==> src/rtl/bram_arb_pkg.sv <==
// Shared constants and helpers for the dual-port BRAM arbiter.
// Default RAM geometry and the arbiter pointer-width helper.
package bram_arb_pkg;

    localparam int unsigned ADDR_W_DEF = 10;
    localparam int unsigned DATA_W_DEF = 16;

    // Pointer width for an N-way arbiter; never narrower than one bit.
    function automatic int unsigned ptr_w(input int unsigned n);
        return (n <= 1) ? 1 : $clog2(n);
    endfunction

endpackage

==> src/rtl/rr_arbiter.sv <==
// Round-robin arbiter: combinational one-hot grant, search starts at ptr.
// ptr moves to one past the winner on every grant and holds otherwise.
module rr_arbiter
    import bram_arb_pkg::*;
#(
    parameter int unsigned N = 2
) (
    input  logic         clk,
    input  logic         rst_n,
    input  logic [N-1:0] req,
    output logic [N-1:0] gnt
);

    localparam int unsigned PW = ptr_w(N);

    logic [PW-1:0] ptr;
    logic [PW-1:0] gnt_idx;
    logic          found;

    // First pass covers indices at or above ptr, second pass wraps to the low ones.
    always_comb begin
        gnt     = '0;
        gnt_idx = '0;
        found   = 1'b0;
        for (int i = 0; i < int'(N); i++) begin
            if (!found && req[i] && (PW'(i) >= ptr)) begin
                gnt[i]  = 1'b1;
                gnt_idx = PW'(i);
                found   = 1'b1;
            end
        end
        for (int i = 0; i < int'(N); i++) begin
            if (!found && req[i]) begin
                gnt[i]  = 1'b1;
                gnt_idx = PW'(i);
                found   = 1'b1;
            end
        end
    end

    always_ff @(posedge clk or negedge rst_n) begin
        if (!rst_n) begin
            ptr <= '0;
        end else if (found) begin
            ptr <= (gnt_idx == PW'(N - 1)) ? '0 : gnt_idx + PW'(1);
        end
    end

endmodule

==> src/rtl/bram_dp_arbiter.sv <==
// Arbitrates NUM_WR writers onto RAM port A and NUM_RD readers onto port B.
// Define BRAM_DP_ARBITER_FWD_EN for write-first behaviour on same-address collisions.
module bram_dp_arbiter
    import bram_arb_pkg::*;
#(
    parameter int unsigned ADDR_W = ADDR_W_DEF,
    parameter int unsigned DATA_W = DATA_W_DEF,
    parameter int unsigned NUM_WR = 2,
    parameter int unsigned NUM_RD = 2
) (
    input  logic                     clk,
    input  logic                     rst_n,
    input  logic [NUM_WR-1:0]        wr_req,
    input  logic [NUM_WR*ADDR_W-1:0] wr_addr,
    input  logic [NUM_WR*DATA_W-1:0] wr_data,
    output logic [NUM_WR-1:0]        wr_gnt,
    input  logic [NUM_RD-1:0]        rd_req,
    input  logic [NUM_RD*ADDR_W-1:0] rd_addr,
    output logic [NUM_RD-1:0]        rd_gnt,
    output logic [NUM_RD-1:0]        rd_rvalid,
    output logic [DATA_W-1:0]        rd_rdata,
    output logic                     ram_ena,
    output logic                     ram_wea,
    output logic [ADDR_W-1:0]        ram_addra,
    output logic [DATA_W-1:0]        ram_dia,
    output logic                     ram_enb,
    output logic [ADDR_W-1:0]        ram_addrb,
    input  logic [DATA_W-1:0]        ram_dob
);

    rr_arbiter #(.N(NUM_WR)) u_wr_arb (
        .clk   (clk),
        .rst_n (rst_n),
        .req   (wr_req),
        .gnt   (wr_gnt)
    );

    rr_arbiter #(.N(NUM_RD)) u_rd_arb (
        .clk   (clk),
        .rst_n (rst_n),
        .req   (rd_req),
        .gnt   (rd_gnt)
    );

    // Port A mux; grant is one-hot so an OR of gated slices is exact.
    always_comb begin
        ram_addra = '0;
        ram_dia   = '0;
        for (int i = 0; i < int'(NUM_WR); i++) begin
            if (wr_gnt[i]) begin
                ram_addra = ram_addra | wr_addr[i*ADDR_W +: ADDR_W];
                ram_dia   = ram_dia   | wr_data[i*DATA_W +: DATA_W];
            end
        end
    end

    always_comb begin
        ram_addrb = '0;
        for (int i = 0; i < int'(NUM_RD); i++) begin
            if (rd_gnt[i]) begin
                ram_addrb = ram_addrb | rd_addr[i*ADDR_W +: ADDR_W];
            end
        end
    end

    assign ram_ena = |wr_gnt;
    assign ram_wea = |wr_gnt;
    assign ram_enb = |rd_gnt;

    // Read data returns one cycle after grant, matching the RAM's registered output.
    always_ff @(posedge clk or negedge rst_n) begin
        if (!rst_n) begin
            rd_rvalid <= '0;
        end else begin
            rd_rvalid <= rd_gnt;
        end
    end

`ifdef BRAM_DP_ARBITER_FWD_EN
    logic              fwd_hit;
    logic [DATA_W-1:0] fwd_data;

    // Capture the new write data when it collides with the read being issued.
    always_ff @(posedge clk or negedge rst_n) begin
        if (!rst_n) begin
            fwd_hit  <= 1'b0;
            fwd_data <= '0;
        end else begin
            fwd_hit  <= ram_ena && ram_enb && (ram_addra == ram_addrb);
            fwd_data <= ram_dia;
        end
    end

    assign rd_rdata = fwd_hit ? fwd_data : ram_dob;
`else
    assign rd_rdata = ram_dob;
`endif

endmodule

==> config.mk <==
export PLATFORM = sky130hd
export DESIGN_NAME = bram_dp_arbiter
export DESIGN_NICKNAME = d
export VERILOG_FILES = /design/src/rtl/bram_arb_pkg.sv /design/src/rtl/rr_arbiter.sv /design/src/rtl/bram_dp_arbiter.sv
export SDC_FILE = /design/constraint.sdc
export NUM_CORES = 1
export LEC_CHECK = 0
export CAP_MARGIN = 40
export CELL_PAD_IN_SITES_DETAIL_PLACEMENT = 1
export CELL_PAD_IN_SITES_GLOBAL_PLACEMENT = 1
export CORE_UTILIZATION = 11
export DETAILED_ROUTE_END_ITERATION = 10
export HOLD_SLACK_MARGIN = 0.12
export PLACE_DENSITY_LB_ADDON = 0.1
export SYNTH_ARGS = -nofsm -noshare
export SYNTH_HDL_FRONTEND = slang
export SYNTH_SLANG_ARGS = --single-unit
==> constraint.sdc <==
create_clock -name clk -period 2.8 [get_ports clk]
set_input_delay 0.56 -clock clk [delete_from_list [all_inputs] [get_ports clk]]
set_output_delay 0.56 -clock clk [all_outputs]
set_load 0.01 [all_outputs]
### Word level (Yosys, flattened, before mapping)

Cells that the tools add are included.

* flip-flop bits (word level): 4
* input port bits: 94

* reduce and logical (&&, ||, !) cells: 18
* bitwise gates (word level): 3
* $add $sub $neg: 2
* magnitude comparators: 4
* muxes and demuxes: 26

Operator list (count)
* $mux 10: 4
* $mux 16: 2
* $mux 1: 20
* $or 10x10->10: 2
* $or 16x16->16: 1
* $logic_and 1x1->1: 10
* $logic_not 1->1: 6
* $ge 1x1->1 const A: 4
* $reduce_or 2->1: 2
* $add 1x1->1 const B: 2

### Longest topological paths before layout

Gate-level depths: netlist of the first run.

* word-level depth: 15
* depth in mapped cells: 4
* gate-level depth less buffers: 2

### Modules after synthesis

Synthesis of the first run repeated with hierarchy kept, for this count alone.

* cells, all modules: 77
* area total of the unflattened synthesis: 695.7 um^2

Modules (own cells, without submodules)
* bram_dp_arbiter: sequential area each 50.0 um^2, times used 1, area an instance 590.6 um^2, cells each 65
* rr_arbiter: sequential area each 25.0 um^2, times used 2, area an instance 52.6 um^2, cells each 6

### Worst setup path before layout of the first run

No wires, ideal clock.

* path kind: input port to output port
* start: in wr_req[1]
* end: out ram_wea
* cell stages on the path: 3
* arrival: 1.189 ns
* slack: 1.051 ns
* path through: buf_2 -> or2_2 -> buf_4

* longest elaborated chain between the ends: 10
* elaborated cells on any way between the ends: 12
* classes of those cells: mux: 5; reduce/logical: 7

RTL lines
* start, declared: RTL line bram_dp_arbiter.sv:13 `input logic [NUM_WR-1:0] wr_req,`
* $logic_and 1x1->1 (2 in a row): RTL line rr_arbiter.sv:26 `if (!found && req[i] && (PW'(i) >= ptr)) begin`
* $mux 1: RTL line rr_arbiter.sv:26
* $logic_not 1->1: RTL line rr_arbiter.sv:33 `if (!found && req[i]) begin`
* $logic_and 1x1->1: RTL line rr_arbiter.sv:33
* $mux 1: RTL line rr_arbiter.sv:33
* $logic_not 1->1: RTL line rr_arbiter.sv:33
* $logic_and 1x1->1: RTL line rr_arbiter.sv:33
* $mux 1: RTL line rr_arbiter.sv:33
* $reduce_or 2->1 *
* end, declared: RTL line bram_dp_arbiter.sv:23 `output logic ram_wea,`

Mark *: on every way between the ends. The rest lies on a longest branch, timed or not.

### Worst setup path in the final report of the first run

* start: in rd_req[1]
* end: out ram_addrb[6]

* longest elaborated chain between the ends: 10
* elaborated cells on any way between the ends: 14
* classes of those cells: mux: 7; bitwise: 1; reduce/logical: 6

RTL lines
* start, declared: RTL line bram_dp_arbiter.sv:17 `input logic [NUM_RD-1:0] rd_req,`
* $logic_and 1x1->1 (2 in a row): RTL line rr_arbiter.sv:26
* $mux 1: RTL line rr_arbiter.sv:26
* $logic_not 1->1: RTL line rr_arbiter.sv:33
* $logic_and 1x1->1: RTL line rr_arbiter.sv:33
* $mux 1: RTL line rr_arbiter.sv:33
* $logic_not 1->1: RTL line rr_arbiter.sv:33
* $logic_and 1x1->1: RTL line rr_arbiter.sv:33
* $mux 1: RTL line rr_arbiter.sv:33
* $mux 10 *: RTL line bram_dp_arbiter.sv:60 `if (rd_gnt[i]) begin`
* end, declared: RTL line bram_dp_arbiter.sv:27 `output logic [ADDR_W-1:0] ram_addrb,`

Marks and branches as above.

==> out/qor.yml, run 1 <==
cp_data_arrival_time_ns: 2.13
clk_latency_ns: 0.21
max_cap_violations: 0
cts_root_buf: "sky130_fd_sc_hd__clkbuf_8"
worst_path_most_repeated_cell: "sky130_fd_sc_hd__clkdlybuf4s50_1"
cp_max_fo: 7
io_pins: 155
path_clk_slew_ns: 0.03
gp_routability_congestion: 0.699
critical_path_start_end_classification: "input pin to output port"
grt_pass1_vias: 1264
timing.setup.tns_ns: 0
core_area_mm2: 0.00676
proportion_of_synthesized_flip_flops_having_asynchronous_set_or_reset_pct: 100
synth.net_count: 174
final-instance-count-excl-fill: 267
synthMuxAreaShare_pct: 0
max_slew.worst_pin.slew_ns: 0.322
clock_share_of_power_pct: 19.7
number_of_diodes_added_for_antenna_fixing: 0
synth_fa_ha_area_share_pct: 0
floorplan.rows: 30
timing.slew.headroom_pct: 78.5
fillerInstances: 778
grt_max_degree: 29
dominant_combinational_cell_family_by_area_after_synthesis: "compound AO/OA/AOI/OAI gates"
power.internal_uw: 426
setup_violations: 0
synthXorXnorAreaFrac_pct: 0
synth-compound-area-share_pct: 52.0
power_density_mw_per_mm2: 294
net-switching-power_uw: 171
critical_path.cell_chain: "clkdlybuf4s50_1 -> a21boi_1 -> buf_4 -> clkbuf_4 -> a32o_1 -> clkdlybuf4s50_1"
timing.fmax_mhz: 372
ys_top_cells_by_area: "sky130_fd_sc_hd__a32o_1 (44%), sky130_fd_sc_hd__buf_4 (17%), sky130_fd_sc_hd__dfrtp_1 (13%), sky130_fd_sc_hd__buf_6 (5.9%), sky130_fd_sc_hd__a32o_2 (2.9%)"
synth_cells: 80
via_per_inst: 4.41
synth_sequential_area_ratio_pct: 13.0
dpl.cell_count: 259
synth.cells.most_frequent: "sky130_fd_sc_hd__a32o_1 (34), sky130_fd_sc_hd__buf_4 (17), sky130_fd_sc_hd__buf_2 (4), sky130_fd_sc_hd__buf_6 (4), sky130_fd_sc_hd__dfrtp_1 (4)"
unrepaired_setup_endpoints_after_global_routing: "false"
grt_first_pass_wirelength_mm: 6.11
combinational_power_share_pct: 68.5
drv_slew: 0
critical_path_required_ns: 2.24
syn_area_um2: 768
die_height_um: 85.6
timing_hold_violations_final: 0
number_of_distinct_library_cells_after_synthesis: 17
critical_path_top_delay_cell: "sky130_fd_sc_hd__clkdlybuf4s50_1"
grtUsageTotal_pct: 10.3
irDropWorstVdd_mv: 0.211
post-route-period-util_pct: 95.9
area.growth.synth_to_final_pct: 164
simple_gate_portion_of_the_synthesized_area_pct: 6.03
num-nets-final: 283
worst_r2r_path_depth: 4
gr-total-overflow: 0
status: "finished clean"
fp.dieArea_mm2: 0.00732
layout-drive-gt1-share_pct: 11.2
dpl.hpwl_mm: 3.25
yosys_warnings: 0
antenna_violations_before_repair: 0
yosys_register_bits: 4
utilization_pct: 30.1
sequentialPowerShare_pct: 11.8
min-delay-path-class: "input pin to async pin"
cts.sink_count: 4
route.detailed.wl_per_inst_um: 15.8
cp-start-kind: "input pin"
ctsHoldBuffers: 0
drt_drc_violations_left: 0
depth_of_the_cts_h_tree: 1
synth.top_cell.area_share_pct: 44.3
timing.reg2reg.setup_slack_ns: 1.75
cts-buffers-inserted: 3
worst_clock_skew_ns: 0.00332
die_w_um: 85.6
num_vias: 1177
tritoncts: "done"
layout_min_cycle_time_ns: 2.69
netSwitchingFraction_pct: 28.6
postRouteWirelength_mm: 4.21
detail_route.iter0.violations: 15
worst_setup_path_end_kind: "output port"
drtAntennaViolNets: 0
first_pass_iters: 4
report.power.total_uw: 597
buffer_and_inverter_count_on_the_worst_path: 4
worstSetupStartpoint: "rd_req[1]"
reg2reg_to: "rd_rvalid[0]"
port_buffers: 122
worstReg2RegStart: "u_rd_arb.ptr"
yosysTopAreaCell: "sky130_fd_sc_hd__a32o_1"
crit_path_max_incr_delay_ns: 0.53
synth-main-ff-cell: "sky130_fd_sc_hd__dfrtp_1"
post-synth-top-count-cell: "sky130_fd_sc_hd__a32o_1"
effective_utilization_at_floorplan_pct: 11.4
total_leakage_power_nw: 0.754
synth_edf_count: 0
clock_buffer_depth: 2
timing.critical_path.max_delay_family: "buffers and inverters"
syn_area_per_cell_um2: 9.60
==> per-layer routing <==
layer	wire (um)	vias to the layer above	global-route usage, %	part of all wire (%)
met5	0	-	0	0
met1	1560	530	11.2	37
li1	-	538	-	-
met2	1980	109	17.9	47
met4	0	0	0.455	0
met3	670	0	6.35	16
==> cell families after synthesis <==
| kind of cell | Yosys count |
|---|---|
| compound gates | 40 |
| buf+inv | 30 |
| simple gates | 6 |
| flops | 4 |
==> what timing repair did <==
action                     4_1_cts  5_1_grt
setup endpoints to repair       24       11
gates resized for setup          2        4
pin swaps                        1        0
cloned                           1        0
buffers inserted                 2        2
==> worst max-delay path by stage <==
| stage | end | slack [ns] | cells past startpoint |
|---|---|---|---|
| after CTS | ram_addrb[0] | 0.04 | 4 |
| after floorplan | ram_wea | 1.05 | 3 |
| after global routing | ram_addrb[6] | 0.02 | 6 |
| after detailed placement | ram_addra[8] | -0.04 | 5 |
| after global placement | ram_addra[3] | 0.004 | 5 |
| final | ram_addrb[6] | 0.11 | 6 |
==> metrics by stage <==
stage | hold slack (ns) | setup WS (ns) | area, um2
finish | 0.548 | 0.114 | 2030
global route | 0.553 | 0.0151 | 2030
CTS | 0.550 | 0.0450 | 2010
detailed placement | 0.549 | -0.0373 | 1920
global placement | 0.534 | 0.00381 | 1920
floorplan | 0.264 | 1.05 | 768
==> state kept, by name, indices dropped and copies added (netlist names) <==
name          flops
u_rd_arb.ptr      1
u_wr_arb.ptr      1
rd_rvalid         2
==> layout by cell type, fill, tap and decap left out <==
cell                                n
sky130_fd_sc_hd__a21boi_1           1
sky130_fd_sc_hd__a21boi_4           1
sky130_fd_sc_hd__a32o_1            34
sky130_fd_sc_hd__a32o_2             2
sky130_fd_sc_hd__and2_1             1
sky130_fd_sc_hd__and2_2             1
sky130_fd_sc_hd__buf_12             1
sky130_fd_sc_hd__buf_4              7
sky130_fd_sc_hd__bufbuf_16          1
sky130_fd_sc_hd__clkbuf_4           1
sky130_fd_sc_hd__clkbuf_8           3
sky130_fd_sc_hd__clkdlybuf4s50_1  119
sky130_fd_sc_hd__dfrtp_1            4
sky130_fd_sc_hd__dlygate4sd2_1      2
sky130_fd_sc_hd__dlymetal6s2s_1     1
sky130_fd_sc_hd__inv_1              2
sky130_fd_sc_hd__nand2b_2           1
sky130_fd_sc_hd__nand2b_4           1
sky130_fd_sc_hd__o21ai_0            2
sky130_fd_sc_hd__or2_2              2
==> worst register-to-register path: cells and delay by family, from the launching register on <==
family                 cells  cell delay (ns)
buffers and inverters      3             0.45
flip-flops                 1             0.39
AO/OA/AOI/OAI              1             0.15
==> power groups by stage <==
stage / logic [mW] / registers, mW / clock network [mW]
after floorplan: 0.173 / 0.0711 / 0
after global placement: 0.392 / 0.0706 / 0
after detailed placement: 0.394 / 0.0712 / 0
after CTS: 0.410 / 0.0705 / 0.122
after global routing: 0.436 / 0.0715 / 0.127
final: 0.409 / 0.0703 / 0.118
==> area by class of cell <==
cell class                      count  area (um2)  share of cell area, %
Timing Repair Buffer              132        1330                   65.7
Multi-Input combinational cell     46         448                   22.1
Sequential cell                     4         100                   4.93
Tap cell                           80         100                   4.93
Clock buffer                        3        41.3                   2.03
Inverter                            2        7.51                  0.370
Note: power is estimated with default switching activity, not from simulation.
==> inputs of run 2 (changes only) <==
Settings changed: MAX_ROUTING_LAYER from default to met4.
Clock period 2.8 ns to 3.1 ns, I/O delays scaled along.
==> run 2 against run 1 <==
Register-to-register slack improved by 0.21 ns. Final cell count fell by 1.9%. Utilization fell by 0.96 points. Critical path depth decreased by 1. Clock power down 9%. Non-clock buffer count shrank 5.
==> out/qor.yml, run 2 (synthesis gave the netlist of run 1 again) <==
num-nets-final: 278  # -1.8%
gp_routability_congestion: 0.706  # +1.0%
antenna_violations_before_repair: 0  # unchanged
irDropWorstVdd_mv: 0.196  # -6.9%
effective_utilization_at_floorplan_pct: 11.4  # unchanged
critical_path_top_delay_cell: "sky130_fd_sc_hd__clkdlybuf4s50_1"
total_leakage_power_nw: 0.703  # -6.7%
power_density_mw_per_mm2: 266  # -9.4%
largest_reg_flops: 2  # unchanged
cp-start-kind: "input pin"
fillerInstances: 783  # +0.64%
worstReg2RegStart: "u_rd_arb.ptr"
postRouteWirelength_mm: 4.02  # -4.6%
port_buffers: 122  # unchanged
cp_max_fo: 25  # +18
first_pass_iters: 3  # -1
core_area_mm2: 0.00676  # unchanged
most-common-layout-cells: "sky130_fd_sc_hd__clkdlybuf4s50_1 (122), sky130_fd_sc_hd__a32o_1 (34), sky130_fd_sc_hd__buf_4 (4), sky130_fd_sc_hd__dfrtp_1 (4), sky130_fd_sc_hd__clkbuf_8 (3)"
dpl.hpwl_mm: 3.26  # +0.39%
die_height_um: 85.6  # unchanged
biggestRegsByFlops: "rd_rvalid x2, u_rd_arb.ptr x1, u_wr_arb.ptr x1"
registers.top_by_ff_count: "rd_rvalid"
timing.reg2reg.setup_slack_ns: 1.96  # +0.21 ns
timing_hold_violations_final: 0  # unchanged
postCtsSetupBuffers: 0  # -2
critPathCapture: "ram_addra[6]"
worst_path_most_repeated_cell: "sky130_fd_sc_hd__clkdlybuf4s50_1"
length_of_routed_wiring_on_met1_mm: 1.53  # -2.1%
setup_violations: 0  # unchanged
depth_of_the_cts_h_tree: 1  # unchanged
area.growth.synth_to_final_pct: 156
utilization_pct: 29.1  # -0.96 points
critical_path.cell_chain: "clkdlybuf4s50_1 -> a21boi_4 -> buf_12 -> a32o_1 -> clkdlybuf4s50_1"
grtUsageTotal_pct: 10.5  # +0.22 points
met3_wire_length_um: 613  # -8.5%
cts-buffers-inserted: 3  # unchanged
gr-total-overflow: 0  # unchanged
drt_drc_violations_left: 0  # unchanged
multiInputGateArea_um2: 445  # -0.56%
final_common_cell: "sky130_fd_sc_hd__clkdlybuf4s50_1"
reg2reg_to: "rd_rvalid[1]"
routed.top_layer: "met4"
met2WireLength_mm: 1.86  # -6.5%
clk_latency_ns: 0.21  # about the same
die_w_um: 85.6  # unchanged
grt_max_degree: 29  # unchanged
max_cap_violations: 0  # unchanged
timing.slew.headroom_pct: 69.4  # -9.1 points
io_pins: 155  # unchanged
via_per_inst: 4.42  # +0.26%
drtAntennaViolNets: 0  # unchanged
grt_pass1_vias: 1250  # -1.1%
layout_min_cycle_time_ns: 2.94
drv_slew: 0  # unchanged
timing.fmax_mhz: 340
path_clk_slew_ns: 0.03  # about the same
worst_setup_path_end_kind: "output port"
min-delay-path-class: "register to register"
grt_first_pass_wirelength_mm: 6.03  # -1.4%
worstSetupStartpoint: "wr_req[0]"
detail_route.iter0.violations: 27  # +12
clock_buffer_depth: 2  # unchanged
ctsHoldBuffers: 0  # unchanged
floorplan.rows: 30  # unchanged
route.detailed.wl_per_inst_um: 15.3  # -2.8%
max_slew.worst_pin.slew_ns: 0.458  # +0.136 ns
worst_r2r_path_depth: 2  # -2
ff_latch_area_um2: 100  # unchanged
fp.dieArea_mm2: 0.00732  # unchanged
unrepaired_setup_endpoints_after_global_routing: "false"
layout-drive-gt1-share_pct: 8.24  # -3.0 points
cts.sink_count: 4  # unchanged
post-route-period-util_pct: 95.0
cp_data_arrival_time_ns: 2.32  # +0.19 ns
crit_path_max_incr_delay_ns: 0.55  # +0.02 ns
worst_clock_skew_ns: 0.00298  # -0.000338 ns
critical_path_required_ns: 2.48  # +0.24 ns
cts_root_buf: "sky130_fd_sc_hd__clkbuf_8"
tritoncts: "done"
number_of_instances_resized_during_post_cts_repair: 0  # -2
worst_hold_path.num_cells: 2
timing.setup.tns_ns: 0  # unchanged
critical_path_start_end_classification: "input pin to output port"
status: "finished clean"
num_vias: 1158  # -1.6%
number_of_diodes_added_for_antenna_fixing: 0  # unchanged
[run 2: changes by cell type in the layout (fill, tap and decap cells not counted), sizes merged]
cell           previous run  this run
clkdlybuf4s50           119       122
clkbuf                    4         3
bufbuf                    1         0
dlygate4sd2               2         0
buf                       8         5
dlymetal6s2s              1         0
[run 2: final cells by class]
type / count / area share [%]
Tap cell: 80 / 5.09
Clock buffer: 3 / 2.10
Timing Repair Buffer: 127 / 64.7
Sequential cell: 4 / 5.09
Inverter: 2 / 0.382
Multi-Input combinational cell: 46 / 22.7
[run 2: per-stage QoR]
stage	worst slack [ns]	power (mW)	cells	hold slack, ns	cell area, um2
4_1_cts	0.139	0.534	262	0.550	1970
6_report	0.156	0.523	262	0.547	1970
2_1_floorplan	1.23	0.220	80	0.324	768
5_1_grt	0.0759	0.556	262	0.588	1970
3_5_place_dp	0.144	0.421	259	0.540	1920
3_3_place_gp	0.184	0.418	259	0.534	1920
[run 2: worst max-delay path, delay by kind of cell]
kind	cells	cell delay, ns
buffers and inverters	3	1.28
AO/OA/AOI/OAI	2	0.41
[run 2: worst min path at each step]
stage / endpoint / slack, ns / from
2_1_floorplan: rd_rvalid[0] / 0.32 / rst_n
3_3_place_gp: u_rd_arb.ptr / 0.53 / u_rd_arb.ptr
3_5_place_dp: u_rd_arb.ptr / 0.54 / u_rd_arb.ptr
4_1_cts: u_rd_arb.ptr / 0.55 / u_rd_arb.ptr
5_1_grt: u_rd_arb.ptr / 0.59 / u_rd_arb.ptr
6_report: u_rd_arb.ptr / 0.55 / u_rd_arb.ptr
[run 2: metal layers]
| layer | up-vias | GRT usage (%) |
|---|---|---|
| met4 | 0 | 0.909 |
| met2 | 110 | 17.5 |
| met5 | - | - |
| met1 | 518 | 11.6 |
| met3 | 2 | 5.68 |
| li1 | 528 | - |
[run 2: report_power, final]
part	internal, mW	switching (mW)
clock network	0.0825	0.0246
logic	0.230	0.122
registers	0.0587	0.00470
